### config.mk
export PLATFORM = sky130hd
export DESIGN_NAME = regfile_sb
export DESIGN_NICKNAME = d
export VERILOG_FILES = /design/src/rtl/regfile_sb.sv
export SDC_FILE = /design/constraint.sdc
export NUM_CORES = 1
export LEC_CHECK = 0
export CORE_ASPECT_RATIO = 1.1
export CORE_MARGIN = 2
export CORE_UTILIZATION = 55
export CTS_BUF_LIST = sky130_fd_sc_hd__clkbuf_8
export DETAILED_ROUTE_END_ITERATION = 8
export PLACE_DENSITY = 0.69
export SLEW_MARGIN = 30
export SYNTH_ARGS = -nofsm -noshare
export SYNTH_HDL_FRONTEND = slang
export SYNTH_SLANG_ARGS = --single-unit
### constraint.sdc
create_clock -name clk -period 3.8 [get_ports clk]
set_input_delay 0.38 -clock clk [delete_from_list [all_inputs] [get_ports clk]]
set_output_delay 0.38 -clock clk [all_outputs]
set_load 0.02 [all_outputs]
### src/rtl/regfile_sb.sv
// Register file with two combinational read ports, one write port, write-to-read
// bypass, optional zero register, a sequential clear engine and a pending-write scoreboard.
module regfile_sb #(
  parameter int DWIDTH   = 32,
  parameter int AWIDTH   = 5,
  parameter bit ZERO_REG = 1'b1,
  parameter bit BYPASS   = 1'b1
) (
  input  logic              clk,
  input  logic              rst,
  input  logic              clr,
  input  logic              we,
  input  logic [AWIDTH-1:0] wa,
  input  logic [DWIDTH-1:0] wd,
  input  logic [AWIDTH-1:0] ra1,
  input  logic [AWIDTH-1:0] ra2,
  output logic [DWIDTH-1:0] rd1,
  output logic [DWIDTH-1:0] rd2,
  input  logic              iss_en,
  input  logic [AWIDTH-1:0] iss_addr,
  output logic              rd1_pend,
  output logic              rd2_pend,
  output logic              busy
);
  localparam int DEPTH = 2**AWIDTH;

  typedef enum logic {CLEAR, READY} state_e;

  state_e            state_q, state_d;
  logic [AWIDTH-1:0] idx_q, idx_d;
  logic [DEPTH-1:0]  pend_q, pend_d;
  logic [DWIDTH-1:0] mem_q [DEPTH];
  logic              wr_en;
  logic              hit1, hit2;

  assign busy = (state_q == CLEAR);

  always_comb begin
    state_d = state_q;
    idx_d   = idx_q;
    pend_d  = pend_q;
    wr_en   = 1'b0;
    case (state_q)
      CLEAR: begin
        idx_d = idx_q + 1'b1;
        if (clr)              idx_d   = '0;
        else if (idx_q == '1) state_d = READY;
      end
      READY: begin
        if (clr) begin
          state_d = CLEAR;
          idx_d   = '0;
          pend_d  = '0;
        end else begin
          wr_en = we && !(ZERO_REG && wa == '0);
          // Set after clear so a same-cycle re-issue keeps the entry pending.
          if (we) pend_d[wa] = 1'b0;
          if (iss_en && !(ZERO_REG && iss_addr == '0)) pend_d[iss_addr] = 1'b1;
        end
      end
      default: state_d = CLEAR;
    endcase
  end

  always_ff @(posedge clk or posedge rst) begin
    if (rst) begin
      state_q <= CLEAR;
      idx_q   <= '0;
      pend_q  <= '0;
    end else begin
      state_q <= state_d;
      idx_q   <= idx_d;
      pend_q  <= pend_d;
    end
  end

  // The array has no reset; the clear engine zeroes it one entry per cycle.
  always_ff @(posedge clk) begin
    if (state_q == CLEAR) mem_q[idx_q] <= '0;
    else if (wr_en)       mem_q[wa]    <= wd;
  end

  assign hit1 = BYPASS && we && (wa == ra1);
  assign hit2 = BYPASS && we && (wa == ra2);

  assign rd1 = (busy || (ZERO_REG && ra1 == '0)) ? '0 : (hit1 ? wd : mem_q[ra1]);
  assign rd2 = (busy || (ZERO_REG && ra2 == '0)) ? '0 : (hit2 ? wd : mem_q[ra2]);

  assign rd1_pend = !busy && !hit1 && pend_q[ra1];
  assign rd2_pend = !busy && !hit2 && pend_q[ra2];

endmodule

==> results_dict.tcl, run 1 <==
set metrics [dict create \
    outcome "completed" \
    crit_path_end_kind "primary output" \
    placed_cell_area_um2 55700 \
    yosysSeqAreaShare_pct 62.0 \
    fin_crit_sh_pct 98.3 \
    grt_pass1_vias 34000 \
    dr_wl_met2_um 77500 \
    setup_viol 0 \
    tritoncts "done" \
    routed_via_density 7.16 \
    cts.sinks 1062 \
    r2r_cells 6 \
    yosys.area.top_type "edfxtp_1" \
    fin_setup_tns_ns 0 \
    die_w_um 295 \
    yosysUniqueCellTypes 61 \
    power_mw 23.9 \
    cap_violations 0 \
    post-route-util_pct 63.6 \
    cts_made_buffers 163 \
    powerDensity_nw_per_um2 407 \
    die_area_um2 95400 \
    synth-seq-cells 1062 \
    fin_crit_ns 3.73 \
    initial_utilization_pct 55.3 \
    post_drt_wl_per_cell_um 34.8 \
    rsz0062_at_grt "no" \
    path_cells "buf_8 > buf_4 > buf_12 > mux2i_1 > a221oi_1 > a22oi_1 > buf_4 > a21oi_1 > a221o_1 > clkdlybuf4s50_1" \
    yosys.cell_count.top_type "edfxtp_1" \
    async_flop_share_pct 3.58 \
    worstHoldPathType "input pin to flop" \
    grt.total_usage_pct 34.1 \
    grt.overflow.total 0 \
    r2r_setup_slack_ns 0.81 \
    yosys_warnings 0 \
    min_to "mem_q[22][25]" \
    htreeDepth 4 \
    final_cell_area_um2 58700 \
    r2r-end "mem_q[5][9]" \
    grt_pass1_wl_um 231000 \
    start_kind "input pin" \
    core_um2 92400 \
    fmax_mhz 268 \
    netlist_top_cells_count "edfxtp_1 (1024), mux4_2 (363), mux2i_1 (318), a21oi_1 (126), a221oi_1 (124)" \
    drive_gt1_share_pct 28.9 \
    relSlewSlack_pct 41.4 \
    wl_met3_um 17000 \
    crit_fanout 25 \
    path_clk_slew_ns 0.06 \
    die_h_um 324 \
    tightest_slew_ns 0.876 \
    ys.flop_type "edfxtp_1" \
    final-instance-count-excl-fill 4616 \
    cts_max_path_buffers 3 \
    netlist_instances 2940 \
    finalHoldViolations 0 \
    critPathBufInv 5 \
    top_layer "met5" \
    antenna_found_initial 3 \
    wl_met1_um 56900 \
    slowest_stage "clkdlybuf4s50_1" \
    critical_path_class "input pin to primary output" \
    numPortBuffers 123 \
    synth-edff-count 1024 \
    place_congestion 0.910 \
    ios 124 \
    clk_latency_ns 0.85 \
    root_buffer "clkbuf_8" \
    cp_common_cell "buf_4" \
    final_nets 3295 \
    dp.final_hpwl_um 98900 \
    clock_skew_ns 0.0391 \
    hold_start "wd[25]" \
    netlist_area_um2 51100 \
    ant_nets 0 \
    via_count 33000 \
    drt-initial-drc-count 4248 \
    rows 117 \
    syn_avg_cell_area_um2 17.4 \
    drt_wl_total_um 161000 \
    peakVddDrop_v 0.000366 \
    arrival_ns 3.35 \
    p_leak_nw 18.7 \
    slowest_delay_ns 0.62 \
    dpl.cell_count 4319 \
    grt_max_degree 72 \
    timing.rr.start "state_q" \
    drt-pass1-iter-count 6 \
    worstHoldPathCells 2 \
    syn-num-nets 2999 \
    synthToLayoutAreaGrowth_pct 14.9 \
    cp_top_family "buffers and inverters" \
    drc 0 \
    yosys.area.top_type_share_pct 60.1 \
    n_fill_cell 6472 \
    finalMaxSlewViolations 0 \
    cp.required_ns 3.42 \
    synthTopCellsByArea "edfxtp_1 (60%), mux4_2 (16%), mux2i_1 (6.2%)" \
]
==> cell usage in the layout (no fill, tap or decap), types with 95 or more instances in the layout <==
cell type | netlist | routed
clkbuf_8 | 0 | 164
a22oi_1 | 96 | 96
clkdlybuf4s50_1 | 0 | 105
o21ai_0 | 95 | 95
a21oi_1 | 126 | 124
mux2i_1 | 318 | 318
edfxtp_1 | 1024 | 1024
a221oi_1 | 124 | 124
buf_4 | 35 | 190
mux4_2 | 363 | 363
==> worst register-to-register path, stage by stage, from the launching register on <==
cell	delay, ns
dfrtp_2	0.54
nand3b_1	0.24
a21oi_4	0.43
mux2_2	0.42
or3_1	0.52
nor2_4	0.18
buf_12	0.30
==> power by group <==
part,internal [mW],total (mW),switching [mW]
Sequential,12.8,12.9,0.0648
Combinational,0.867,2.05,1.18
Clock,4.45,8.96,4.51
Total,18.1,23.9,5.76
==> registers in the layout, summed over array words and instances, names as in the netlist <==
register	cells
idx_q	5
mem_q	1024
state_q	1
pend_q	32
==> worst max path at each step <==
| stage | from | endpoint | slack [ns] | cells after the start |
|---|---|---|---|---|
| 2_1_floorplan | we | mem_q[13][0] | 0.33 | 6 |
| 3_3_place_gp | ra1[3] | rd1[30] | -0.16 | 8 |
| 3_5_place_dp | ra1[3] | rd1[30] | 0.13 | 8 |
| 4_1_cts | state_q | rd1[13] | 0.05 | 7 |
| 5_1_grt | state_q | rd1[31] | 0.003 | 7 |
| 6_report | ra1[0] | rd1[13] | 0.07 | 10 |
==> cell families (layout without fill, tap and decap cells) <==
| kind of cell | after synthesis | count (layout) | synth area share (%) |
|---|---|---|---|
| flip-flops | 1062 | 1062 | 62.0 |
| AND/OR/NAND/NOR | 238 | 238 | 2.24 |
| adder cells (fa/ha/maj) | 2 | 2 | 0.0489 |
| buffers and inverters | 252 | 674 | 2.79 |
| multiplexers | 755 | 755 | 24.1 |
| other | 0 | 5 | 0 |
| XOR/XNOR | 12 | 12 | 0.206 |
| AO/OA/AOI/OAI | 619 | 619 | 8.57 |
==> metal layers <==
layer | GRT usage (%) | up-vias
li1 | - | 13100
met1 | 43.5 | 17100
met2 | 54.8 | 2250
met3 | 7.29 | 533
met4 | 19.0 | 2
met5 | 0 | -
==> area by class of cell <==
type | instances | area [µm²] | area share (%)
multi-input combinational | 1626 | 18400 | 31.3
timing repair buffer | 376 | 4030 | 6.86
inverter | 7 | 28.8 | 0.0490
antenna | 5 | 12.5 | 0.0213
clock inverter | 127 | 729 | 1.24
sequential | 1062 | 31700 | 54.0
clock buffer | 164 | 2260 | 3.84
tap | 1249 | 1560 | 2.66
==> per-stage QoR <==
step | hold WS, ns | setup WS, ns
after floorplan | 0.471 | 0.328
after global placement | 0.486 | -0.157
after detailed placement | 0.522 | 0.130
after CTS | 0.319 | 0.0528
after global routing | 0.365 | 0.00321
final | 0.381 | 0.0665
==> timing repair <==
item | 4_1_cts | 5_1_grt
endpoints found under the setup margin | 4 | 1
gates resized for setup | 4 | 1
hold buffers | 1 | 0
hold endpoints to repair | 10 | 0
setup buffers | 0 | 0
Power figures use the tool's default switching activity.
==> inputs of run 2 (changes only) <==
- CORE_UTILIZATION: 55 -> 45
- PLACE_DENSITY: 0.69 -> 0.58
- clock period: 3.8 -> 4.65 ns (I/O delays scaled with it)
==> results_dict.tcl, run 2 (synthesis gave the netlist of run 1 again) <==
set metrics [dict create \
    cts_max_path_buffers 3 \
    layout_commonest_cell "edfxtp_1" \
    root_buffer "clkbuf_8" \
    peakVddDrop_v 0.000261 \
    outcome "completed" \
    grt.overflow.total 0 \
    post_drt_wl_per_cell_um 35.5 \
    crit_path_end_kind "primary output" \
    power_mw 19.7 \
    finalMaxSlewViolations 0 \
    ios 124 \
    die_w_um 325 \
    relSlewSlack_pct 37.9 \
    via_count 32800 \
    cp.required_ns 4.18 \
    tritoncts "done" \
    path_clk_slew_ns 0.06 \
    cap_violations 0 \
    htreeDepth 4 \
    numPortBuffers 123 \
    grt.total_usage_pct 29.4 \
    p_leak_nw 18.4 \
    arrival_ns 4.11 \
    largest-register "mem_q" \
    tightest_slew_ns 0.931 \
    cts.sinks 1062 \
    drt-initial-drc-count 4001 \
    die_area_um2 116000 \
    cts_made_buffers 170 \
    ant_nets 0 \
    cp_top_family "buffers and inverters" \
    fin_hold_ws_ns 0.384 \
    worstHoldPathType "input pin to flop" \
    initial_utilization_pct 45.4 \
    critPathBufInv 2 \
    fin_setup_tns_ns 0 \
    final_cell_mix "edfxtp_1 (1024), mux4_2 (363), mux2i_1 (318), clkbuf_8 (177), buf_4 (159)" \
    antenna_found_initial 7 \
    reg_top3 "mem_q x1024, pend_q x32, idx_q x5" \
    largest_reg_flops 1024 \
    start_kind "flop" \
    clock_skew_ns 0.0375 \
    drt_wl_total_um 171000 \
    drive_gt1_share_pct 27.7 \
    place_congestion 0.886 \
    path_cells "nand2_1 > nor3_4 > buf_4 > a221o_1 > clkdlybuf4s50_1" \
    setup_viol 0 \
    grt_pass1_vias 33900 \
    fmax_mhz 218 \
    setup_ws_ns 0.0722 \
    powerDensity_nw_per_um2 337 \
    slowest_delay_ns 0.73 \
    drc 0 \
    fin_crit_sh_pct 98.4 \
    crit_fanout 22 \
    fin_crit_ns 4.58 \
    n_fill_cell 8965 \
    die_h_um 358 \
    routed_via_density 6.79 \
    dp.final_hpwl_um 103000 \
    drt-pass1-iter-count 7 \
    rsz0062_at_grt "no" \
    post-route-util_pct 52.0 \
    core_um2 112000 \
    synthToLayoutAreaGrowth_pct 14.3 \
    grt_max_degree 91 \
    rows 129 \
    critical_path_class "flop to primary output" \
    finalHoldViolations 0 \
    pre_cts_ws_ns 0.460 \
    slowest_stage "nor3_4" \
    final_nets 3253 \
    grt_pass1_wl_um 244000 \
    clk_latency_ns 0.88 \
]
run 2: changes by cell type in the layout (fill, tap and decap cells not counted), sizes merged:
| cell | delta |
|---|---|
| bufinv | -1 |
| clkbuf | +13 |
| diode | -2 |
| clkinv | +6 |
| buf | -55 |
| inv | -6 |
| clkdlybuf4s50 | +6 |
| clkinvlp | -2 |
run 2: repair_timing:
action | 4_1_cts | 5_1_grt
endpoints found under the hold margin | 32 | 0
resized for setup | 0 | 0
hold buffers | 1 | 0
setup buffers | 0 | 0
run 2: cell type report:
cell class                      instances  area, µm²  area share [%]
Timing Repair Buffer                  327       3380            5.79
Antenna cell                            3       7.51          0.0128
Sequential cell                      1062      31700            54.2
Tap cell                             1506       1880            3.22
Inverter                                7       28.8          0.0492
Clock buffer                          177       2440            4.17
Multi-Input combinational cell       1626      18400            31.4
Clock inverter                        124        649            1.11
run 2: final timing paths:
kind                       startpoint           to  slack (ns)  cells after the start
max                           state_q      rd2[31]        0.07                      5
min                               clr     idx_q[3]        0.38                      2
max reg2reg                   state_q  mem_q[1][6]        1.28                      8
min reg2reg                 pend_q[0]    pend_q[0]        0.52                      1
max in group asynchronous         rst   pend_q[10]        3.69                      4
min in group asynchronous         rst   pend_q[22]        0.60                      4
run 2: routing by layer:
metal | wire length (µm) | track usage [%]
met5 | 25 | 0
met4 | 7240 | 12.5
met3 | 16800 | 6.43
met2 | 82700 | 48.1
met1 | 64800 | 38.4
run 2: through the flow:
| stage | cells | instance area (µm²) |
|---|---|---|
| final | 4832 | 58500 |
| after global routing | 4831 | 58500 |
| after CTS | 4829 | 58400 |
| after detailed placement | 4527 | 55300 |
| after global placement | 4526 | 55300 |
| after floorplan | 2940 | 51100 |
run 2: power breakdown:
part           internal [mW]  switching, mW
Clock                   3.78           3.78
Combinational          0.670          0.972
Sequential              10.5         0.0521
